--- config.mk ---
export PLATFORM = sky130hd
export DESIGN_NAME = serial_packet_router
export DESIGN_NICKNAME = d
export VERILOG_FILES = /design/src/rtl/psx_link_pkg.sv /design/src/rtl/pkt_buffer.sv /design/src/rtl/serial_packet_router.sv
export SDC_FILE = /design/constraint.sdc
export NUM_CORES = 1
export LEC_CHECK = 0
export CELL_PAD_IN_SITES_DETAIL_PLACEMENT = 1
export CELL_PAD_IN_SITES_GLOBAL_PLACEMENT = 1
export CORE_MARGIN = 3
export CORE_UTILIZATION = 45
export CTS_BUF_LIST = sky130_fd_sc_hd__clkbuf_2 sky130_fd_sc_hd__clkbuf_4 sky130_fd_sc_hd__clkbuf_8
export DETAILED_ROUTE_END_ITERATION = 8
export HOLD_SLACK_MARGIN = 0.06
export PLACE_DENSITY_LB_ADDON = 0.1
export RECOVER_POWER = 25
export SETUP_SLACK_MARGIN = 0.3
export SYNTH_ARGS = -nofsm -noshare
export SYNTH_HDL_FRONTEND = slang
export SYNTH_SLANG_ARGS = --single-unit
--- constraint.sdc ---
create_clock -name clk -period 3.5 [get_ports clk]
set_input_delay 0.525 -clock clk [delete_from_list [all_inputs] [get_ports clk]]
set_output_delay 0.525 -clock clk [all_outputs]
set_load 0.03 [all_outputs]
--- src/rtl/psx_link_pkg.sv ---
// Shared types and constants for the serial packet router.
// Holds the parser states and the flags-to-length decode.
package psx_link_pkg;

    typedef enum logic [2:0] {
        ST_HEADER,
        ST_FLAGS,
        ST_PAYLOAD,
        ST_CHECK,
        ST_COMMIT,
        ST_DISCARD
    } state_t;

    localparam logic [3:0] SYNC_NIBBLE_DEF = 4'h5;

    localparam int LEN_W = 5;
    localparam logic [LEN_W-1:0] LEN_NONE  = 5'd0;
    localparam logic [LEN_W-1:0] LEN_SHORT = 5'd2;
    localparam logic [LEN_W-1:0] LEN_MID   = 5'd6;
    localparam logic [LEN_W-1:0] LEN_LONG  = 5'd18;

    // Highest set flag bit wins.
    function automatic logic [LEN_W-1:0] flags_to_len(
        input logic [7:0] flags
    );
        logic [LEN_W-1:0] len;
        if (flags[2])
            len = LEN_LONG;
        else if (flags[1])
            len = LEN_MID;
        else if (flags[0])
            len = LEN_SHORT;
        else
            len = LEN_NONE;
        return len;
    endfunction

endpackage

--- src/rtl/pkt_buffer.sv ---
// Payload store: one synchronous write port, one combinational
// read port so the commit path can fetch a byte one cycle ahead.
module pkt_buffer #(
    parameter int DEPTH = 18,
    parameter int AW    = 5
) (
    input  logic          clk,
    input  logic          reset_n,
    input  logic          we,
    input  logic [AW-1:0] waddr,
    input  logic [7:0]    wdata,
    input  logic [AW-1:0] raddr,
    output logic [7:0]    rdata
);

    logic [7:0] mem [DEPTH];

    always_ff @(posedge clk or negedge reset_n) begin
        if (!reset_n) begin
            for (int i = 0; i < DEPTH; i++)
                mem[i] <= '0;
        end else if (we && int'(waddr) < DEPTH) begin
            mem[waddr] <= wdata;
        end
    end

    assign rdata = (int'(raddr) < DEPTH) ? mem[raddr] : '0;

endmodule

--- src/rtl/serial_packet_router.sv ---
// Parses framed serial packets, checks the sum and replays the
// payload as a register-write burst to one controller slot.
module serial_packet_router
    import psx_link_pkg::*;
#(
    parameter int         NUM_PORTS   = 4,
    parameter int         ADDR_W      = 5,
    parameter int         MAX_PAYLOAD = 18,
    parameter logic [3:0] SYNC_NIBBLE = SYNC_NIBBLE_DEF,
    parameter bit         CHECKSUM_EN = 1'b1
) (
    input  logic                 clk,
    input  logic                 reset_n,
    input  logic [7:0]           rx_data,
    input  logic                 rx_strobe,
    input  logic                 rx_idle,
    output logic [ADDR_W-1:0]    write_addr,
    output logic [7:0]           write_data,
    output logic [NUM_PORTS-1:0] write_en,
    output logic                 packet_done,
    output logic                 packet_error,
    output logic                 busy,
    output logic [7:0]           err_count
);

    localparam int IDX_W = $clog2(MAX_PAYLOAD + 1);

    state_t state_q, state_d;
    logic [3:0]       port_q, port_d;
    logic [IDX_W-1:0] len_q, len_d;
    logic [IDX_W-1:0] idx_q, idx_d;
    logic [7:0]       sum_q, sum_d;
    logic             ovr_q, ovr_d;

    logic             buf_we;
    logic [IDX_W-1:0] buf_waddr;
    logic [IDX_W-1:0] buf_raddr;
    logic [7:0]       buf_rdata;

    logic [NUM_PORTS-1:0] port_mask;
    logic [NUM_PORTS-1:0] wen_d;
    logic [ADDR_W-1:0]    addr_d;
    logic [7:0]           data_d;
    logic                 done_d;
    logic                 err_d;
    logic                 enter_commit;
    logic [LEN_W-1:0]     flen;

    pkt_buffer #(
        .DEPTH (MAX_PAYLOAD),
        .AW    (IDX_W)
    ) u_buf (
        .clk     (clk),
        .reset_n (reset_n),
        .we      (buf_we),
        .waddr   (buf_waddr),
        .wdata   (rx_data),
        .raddr   (buf_raddr),
        .rdata   (buf_rdata)
    );

    // Out-of-range ports decode to an empty mask: silent drop.
    always_comb begin
        port_mask = '0;
        for (int i = 0; i < NUM_PORTS; i++)
            port_mask[i] = (int'(port_q) == i);
    end

    assign buf_raddr = (state_q == ST_COMMIT) ? idx_q : '0;

    always_comb begin
        state_d      = state_q;
        port_d       = port_q;
        len_d        = len_q;
        idx_d        = idx_q;
        sum_d        = sum_q;
        ovr_d        = ovr_q;
        buf_we       = 1'b0;
        buf_waddr    = idx_q;
        wen_d        = '0;
        addr_d       = '0;
        data_d       = '0;
        done_d       = 1'b0;
        err_d        = 1'b0;
        enter_commit = 1'b0;
        flen         = flags_to_len(rx_data);

        unique case (state_q)
            ST_HEADER: begin
                if (rx_strobe) begin
                    if (rx_data[7:4] != SYNC_NIBBLE) begin
                        err_d   = 1'b1;
                        state_d = ST_DISCARD;
                    end else begin
                        port_d  = rx_data[3:0];
                        sum_d   = rx_data;
                        state_d = ST_FLAGS;
                    end
                end
            end
            ST_FLAGS: begin
                if (rx_idle) begin
                    state_d = ST_HEADER;
                end else if (rx_strobe) begin
                    sum_d = 8'(sum_q + rx_data);
                    idx_d = '0;
                    if (int'(flen) > MAX_PAYLOAD) begin
                        err_d   = 1'b1;
                        state_d = ST_DISCARD;
                    end else begin
                        len_d = IDX_W'(flen);
                        if (flen != '0)
                            state_d = ST_PAYLOAD;
                        else if (CHECKSUM_EN)
                            state_d = ST_CHECK;
                        else
                            enter_commit = 1'b1;
                    end
                end
            end
            ST_PAYLOAD: begin
                if (rx_idle) begin
                    state_d = ST_HEADER;
                end else if (rx_strobe) begin
                    buf_we = 1'b1;
                    sum_d  = 8'(sum_q + rx_data);
                    idx_d  = idx_q + 1'b1;
                    if (idx_q == len_q - 1'b1) begin
                        if (CHECKSUM_EN)
                            state_d = ST_CHECK;
                        else
                            enter_commit = 1'b1;
                    end
                end
            end
            ST_CHECK: begin
                if (rx_idle) begin
                    state_d = ST_HEADER;
                end else if (rx_strobe) begin
                    if (8'(sum_q + rx_data) == 8'h00) begin
                        enter_commit = 1'b1;
                    end else begin
                        err_d   = 1'b1;
                        state_d = ST_HEADER;
                    end
                end
            end
            ST_COMMIT: begin
                if (rx_strobe)
                    err_d = 1'b1;
                if (idx_q < len_q) begin
                    wen_d  = port_mask;
                    addr_d = ADDR_W'(idx_q);
                    data_d = buf_rdata;
                    idx_d  = idx_q + 1'b1;
                    if (rx_strobe)
                        ovr_d = 1'b1;
                end else begin
                    done_d  = 1'b1;
                    ovr_d   = 1'b0;
                    state_d = (ovr_q || rx_strobe) ? ST_DISCARD
                                                   : ST_HEADER;
                end
            end
            ST_DISCARD: begin
                if (rx_idle)
                    state_d = ST_HEADER;
            end
            default: state_d = ST_HEADER;
        endcase

        // First write goes out on the entry edge to meet N+1 latency.
        if (enter_commit) begin
            state_d = ST_COMMIT;
            ovr_d   = 1'b0;
            if (len_d != '0) begin
                wen_d  = port_mask;
                addr_d = '0;
                data_d = buf_rdata;
                idx_d  = IDX_W'(1);
            end else begin
                idx_d = '0;
            end
        end
    end

    always_ff @(posedge clk or negedge reset_n) begin
        if (!reset_n) begin
            state_q      <= ST_HEADER;
            port_q       <= '0;
            len_q        <= '0;
            idx_q        <= '0;
            sum_q        <= '0;
            ovr_q        <= 1'b0;
            write_en     <= '0;
            write_addr   <= '0;
            write_data   <= '0;
            packet_done  <= 1'b0;
            packet_error <= 1'b0;
            busy         <= 1'b0;
            err_count    <= '0;
        end else begin
            state_q      <= state_d;
            port_q       <= port_d;
            len_q        <= len_d;
            idx_q        <= idx_d;
            sum_q        <= sum_d;
            ovr_q        <= ovr_d;
            write_en     <= wen_d;
            write_addr   <= addr_d;
            write_data   <= data_d;
            packet_done  <= done_d;
            packet_error <= err_d;
            busy         <= (state_d != ST_HEADER);
            if (err_d && err_count != 8'hFF)
                err_count <= err_count + 8'd1;
        end
    end

endmodule

## Word-level counts from Yosys, hierarchy flattened

Index checks and enable logic that the tools add are counted.
W data, S select, Z words.

| storage, ports and cells | value |
|---|---|
| register bits | 198 |
| output and inout port bits | 28 |

| operators by class | value |
|---|---|
| $add $sub $neg | 4 |
| order comparisons | 7 |
| eq/ne operators | 21 |
| multiplexer cells | 79 |
| bitwise operators | 3 |
| reductions and logical operators | 18 |

Operators with widths:

| cell | count |
|---|---|
| $bwmux W144 | 1 |
| $mux W8 | 12 |
| $mux W5 | 16 |
| $mux W3 | 16 |
| $bmux W8 S5 | 1 |
| $demux W8 S5 | 1 |
| $mux W1 | 23 |
| $pmux W3 S6 | 1 |
| $mux W4 | 4 |
| $pmux W8 S2 | 1 |
| $ne A3 B3 Y1 const B | 5 |
| $pmux W5 S3 | 1 |
| $ge A6 B6 Y1 const B | 2 |
| $not A5 Y6 | 2 |
| $lt A5 B5 Y1 const B | 2 |
| $reduce_bool A5 Y1 | 2 |
| $add A8 B1 Y8 const B | 1 |
| $add A8 B8 Y8 | 1 |
| $eq A4 B3 Y1 const B | 2 |
| $logic_not A8 Y1 | 1 |
| $ne A8 B8 Y1 const B | 1 |
| $eq A3 B2 Y1 const B | 2 |
| $eq A3 B3 Y1 const B | 2 |
| $lt A6 B1 Y1 const B | 1 |
| other kinds (26) | 31 |

## Depth between registers and ports, before layout

| depth | value |
|---|---|
| word-level depth | 11 |
| depth in mapped cells | 11 |
| gate-level depth less buffers | 10 |

## Modules after synthesis

From an unflattened synthesis, not the netlist that was laid out.

| second synthesis, totals | value |
|---|---|
| cell total of the unflattened synthesis | 758 |
| area, all modules | 9695.5 µm² |

Modules (own cells, without submodules):

| module | times used | cells an instance | area each (µm²) |
|---|---|---|---|
| pkt_buffer | 1 | 452 | 6680.2 |
| serial_packet_router | 1 | 306 | 3015.4 |

## Worst setup path after synthesis

Ideal clock, no wire load.

| timing | value |
|---|---|
| path type | input to register |
| start point | input rx_data[1] |
| end point | register err_count[1] |
| setup time | 125 ps |
| data arrival time | 2602 ps |
| data required time | 3375 ps |
| slack | 774 ps |
| stages | 10 |
| buffers on the path | 1 |
| cells stage by stage | inv_1 clkbuf_1 fa_1 nand2b_1 a2111oi_0 a211oi_1 and2_2 a31oi_4 nor2_1 mux2_2 |

| between the ends | value |
|---|---|
| cells in the longest elaborated chain, start to end | 8 |
| elaborated cells between the ends (all ways) | 13 |

Ends and longest elaborated chain:

| what | RTL line | RTL |
|---|---|---|
| start: declaration | serial_packet_router.sv:14 | `input logic [7:0] rx_data,` |
| parallel branches: the longest is 6 deep, another holds $add A8 B8 Y8 | -- |  |
| $pmux W1 S4 * | serial_packet_router.sv:88 | `unique case (state_q)` |
| $logic_and A1 B1 Y1 * | serial_packet_router.sv:215 | `if (err_d && err_count != 8'hFF)` |
| end signal: assignment | serial_packet_router.sv:216 | `err_count <= err_count + 8'd1;` |
| end: declaration | serial_packet_router.sv:23 | `output logic [7:0] err_count` |

Every way passes the cells marked *.
A chain may end at the register's enable or synchronous reset.

## Final worst setup path

| timing | value |
|---|---|
| start point | input rx_data[1] |
| end point | register write_en[2] |

| between the ends | value |
|---|---|
| cells in the longest elaborated chain, start to end | 10 |
| elaborated cells between the ends (all ways) | 16 |

Ends and longest elaborated chain:

| what | RTL line | RTL |
|---|---|---|
| $mux W3 | psx_link_pkg.sv:29 | `else if (flags[1])` |
| $mux W5 | psx_link_pkg.sv:27 | `if (flags[2])` |
| $gt A5 B5 Y1 | serial_packet_router.sv:107 | `if (int'(flen) > MAX_PAYLOAD) begin` |
| $mux W5 | serial_packet_router.sv:107 |  |
| $mux W5 | serial_packet_router.sv:104 | `end else if (rx_strobe) begin` |
| $mux W5 | serial_packet_router.sv:102 | `if (rx_idle) begin` |
| $mux W5 | serial_packet_router.sv:88 |  |
| $reduce_bool A5 Y1 | serial_packet_router.sv:176 | `if (len_d != '0) begin` |
| $mux W4 | serial_packet_router.sv:176 |  |
| $mux W4 * | serial_packet_router.sv:173 | `if (enter_commit) begin` |
| via wen_d[2] | serial_packet_router.sv:41 | `logic [NUM_PORTS-1:0] wen_d;` |
| end signal: assignment | serial_packet_router.sv:209 | `write_en <= wen_d;` |
| end: declaration | serial_packet_router.sv:19 | `output logic [NUM_PORTS-1:0] write_en,` |

The timed path passes the listed nets; every way through them passes the cells marked *.

==> parameters.txt <==
Parameter                              Value

Detailed routing
  Via-to-Cell Ratio ... 5.83
  Detailed-route DRC error count ... 0
  Routed vias ... approximately 7,000
  Pre-Repair DR Iteration Count ... 4
  Number of DRC violations after detailed-routing iteration 0 ... approximately 310
  Final wirelength ... between 20,000 and 30,000 µm
  Wirelength per Cell ... 22.7 µm
  Detail Route Antenna Nets ... 0

Synthesis
  Post-synth EDFFs ... 0
  FFs w/ async S/R, synth ... 100%
  Synth Cell Area ... 9800 µm²
  Part of the Yosys area used for sequential elements ... 50.5%
  Ys flop type ... dfrtp_1
  Synth cell types ... 72
  Syn_nets ... between 900 and 1,000
  Avg Synthesized Cell Area ... ~11 µm²
  Synthesized instance count ... a little under 900
  Synthesis-stage register bit count ... 198
  Number of warning messages in the yosys log ... 0

Final layout
  Fraction of layout instances using a drive strength above 1 ... 21.7%
  Multi-input gate area ... 4530 µm²
  Most frequent cells in the layout ... 197 x dfrtp_1, 116 x mux2_2, 78 x nand2_1
  Fill cell count ... 2,249
  Inserted Diodes ... 0
  Register area ... a little under 5000 µm²
  Area growth from synthesis to layout ... 11.9%
  Most common library cell in the layout ignoring fill and taps ... dfrtp_1
  Post-layout nets ... around 940
  Utilization after layout ... between 50% and 60%

Critical path
  Critical path start-end classification ... primary input to register
  Largest fanout on the critical path ... 5
  CP Capture Type ... register
  Required time of the worst setup path ... approximately 3.9 ns
  Reg2Reg Depth ... 11
  First element of the critical path ... rx_data[1]
  Beginning of the worst register-to-register path ... sum_q[0]$_DFFE_PN0P_
  CP startpoint kind ... primary input
  Endpoint arrival time on the critical path ... 3.44 ns

Floorplanning
  Initial core utilization ... between 40% and 50%
  Die boundary width ... approximately 150 µm
  Standard cell core area ... between 20,000 and 25,000 µm²
  Site row count ... 53
  Area of the die ... ~24,000 µm²
  Die outline height ... approximately 150 µm
  Top-level port count ... 40

Placed design
  Placer Congestion ... ~0.85
  Count of port buffers added during placement ... 39
  Detailed Place HPWL ... 18,400 µm

Timing
  Transition at the pin with the smallest max-transition slack ... 1.96 ns
  TNS Setup ... 0 ns
  Max Slew Vio Count ... 75
  Largest clock skew in the final design ... 0.0202 ns
  Final Cycle Share ... 87.7%
  RSZ-0062 raised after global routing ... false
  Setup violations, final ... 0
  Worst-case headroom to the max-slew limit ... -30.8%
  Peak clock frequency supported by timing ... between 0.3 and 0.4 GHz
  Period minus WS final ... between 3 and 4 ns
  Total count of hold-check failures in the final report ... 0

Clocking
  Maximum buffer depth of the clock tree ... 2
  Clock-pin slew of the registers on the worst-case setup and hold paths ... ~0.12 ns
  Clock latency on the worst-skew pair ... around 0.48 ns
  H-Tree Depth ... 4
  CTS Sinks ... 198
  Root Buffer ... clkbuf_8
  CTS tree ... done
  Number of CTS-inserted buffers ... 17

Power and ir drop
  Maximum vdd drop ... around 290 µV
  Power per cell area ... between 600 and 700 nW/µm²
  Leakage power ... around 0.0049 µW

Global route
  Number of antenna violations at the first check in global routing ... 1
  Maximum number of pins on one net before global-route repair ... 76
  Global route overflow ... 0
  Global-route wire length before repair ... about 43,000 µm
  Total global-route track usage ... roughly a quarter
  Number of global-route vias before repair ... around 7,600

Worst hold path
  Hold depth ... 2
  Hold Crit Start ... u_buf.mem[114]$_DFFE_PN0P_
  Worst hold path class ... register to register

Flow run
  Max-cap violations ... 1

Outcome
  Violations in the final reports ... max-capacitance violations, max-slew violations
  Status ... finished, violations left
cell families (layout without fill, tap and decap cells):
group | count (synthesis) | after routing | synth area share, %
AO/OA/AOI/OAI | 170 | 170 | 11.4
XOR/XNOR | 19 | 19 | 1.70
adder cells (fa/ha/maj) | 19 | 19 | 2.50
buffers and inverters | 76 | 122 | 3.32
flip-flops | 198 | 198 | 50.5
multiplexers | 172 | 172 | 19.1
AND/OR/NAND/NOR | 220 | 220 | 11.4
power breakdown:
group / leakage, µW / internal [µW] / switching (µW)
sequential: 0.00271 / 2550 / 301
clock: 0.000215 / 625 / 962
combinational: 0.00201 / 1020 / 1590
total: 0.00494 / 4200 / 2860
synth_stat cells, types with 4 or more instances:
cell type / number / area [µm²]
a211oi_1: 12 / 90.1
a21oi_1: 27 / 135
a221oi_1: 17 / 149
a31oi_1: 8 / 50.1
and2_1: 6 / 37.5
and3_1: 6 / 37.5
buf_2: 7 / 35.0
clkbuf_1: 41 / 154
dfrtp_1: 198 / 4950
ha_1: 18 / 225
inv_1: 23 / 86.3
mux2_2: 116 / 1310
mux2i_1: 53 / 531
nand2_1: 78 / 293
nand2_2: 8 / 50.1
nand2b_1: 5 / 31.3
nand3_1: 8 / 40.0
nand4_1: 4 / 25.0
nor2_1: 55 / 206
nor2b_1: 4 / 25.0
nor3_1: 15 / 75.1
nor3b_1: 4 / 30.0
o2111ai_1: 4 / 35.0
o21ai_0: 54 / 270
o22ai_1: 16 / 100
o32a_1: 7 / 70.1
xnor2_1: 12 / 105
xor2_1: 7 / 61.3
metal layers:
metal  track usage (%)  routed length [µm]  up-vias
met5                 0                   0        -
met3              4.08                1170       31
li1                  -                   -     3209
met2              40.5               14000      122
met4              6.22                 469        0
met1              30.2               11500     3610
worst paths after layout:
path	slack (ns)	endpoint
max	0.43	write_en[2]$_DFF_PN0_
min	0.50	u_buf.mem[114]$_DFFE_PN0P_
max reg2reg	0.63	write_en[2]$_DFF_PN0_
min reg2reg	0.50	u_buf.mem[114]$_DFFE_PN0P_
max in group asynchronous	0.81	buf_waddr[0]$_DFFE_PN0P_
min in group asynchronous	1.12	err_count[5]$_DFFE_PN0P_
final cells by class:
cell class,instances,area share [%]
timing repair buffer,66,5.59
clock buffer,17,2.13
clock inverter,15,1.84
tap,275,3.14
multi-input combinational,600,41.3
sequential,198,45.2
inverter,24,0.821
flip-flops by register name, indices dropped and copies added (netlist names), 4 cells and up:
register / flops
write_addr: 5
port_q: 4
len_q: 5
write_en: 4
err_count: 8
write_data: 8
u_buf.mem: 144
buf_waddr: 5
sum_q: 8
critical path, stage by stage:
cell             delay, ns
clkdlybuf4s50_1       0.59
inv_1                 0.12
fa_1                  0.47
nand2b_1              0.21
a21o_1                0.18
a211oi_1              0.27
and2_4                0.24
nand4_2               0.13
a21boi_1              0.20
buf_4                 0.19
nor4b_2               0.32
stage by stage:
step                total power, µW  setup WS [ns]  instance area [µm²]  std cells  hold slack, ns
floorplan                      4630          0.774                 9800        874           0.229
global route                   7500          0.301                11000       1195           0.524
CTS                            7110          0.362                11000       1195           0.501
global placement               5400          0.114                10500       1162           0.461
finish                         7060          0.432                11000       1195           0.500
detailed placement             5510         -0.121                10500       1162           0.475
what timing repair did:
action	in CTS	in global routing
hold endpoints to repair	6	0
hold buffers	1	0
setup endpoints to repair	0	19
gates resized for setup	0	3
setup buffers	0	0
Note: power is estimated with default switching activity, not from simulation.
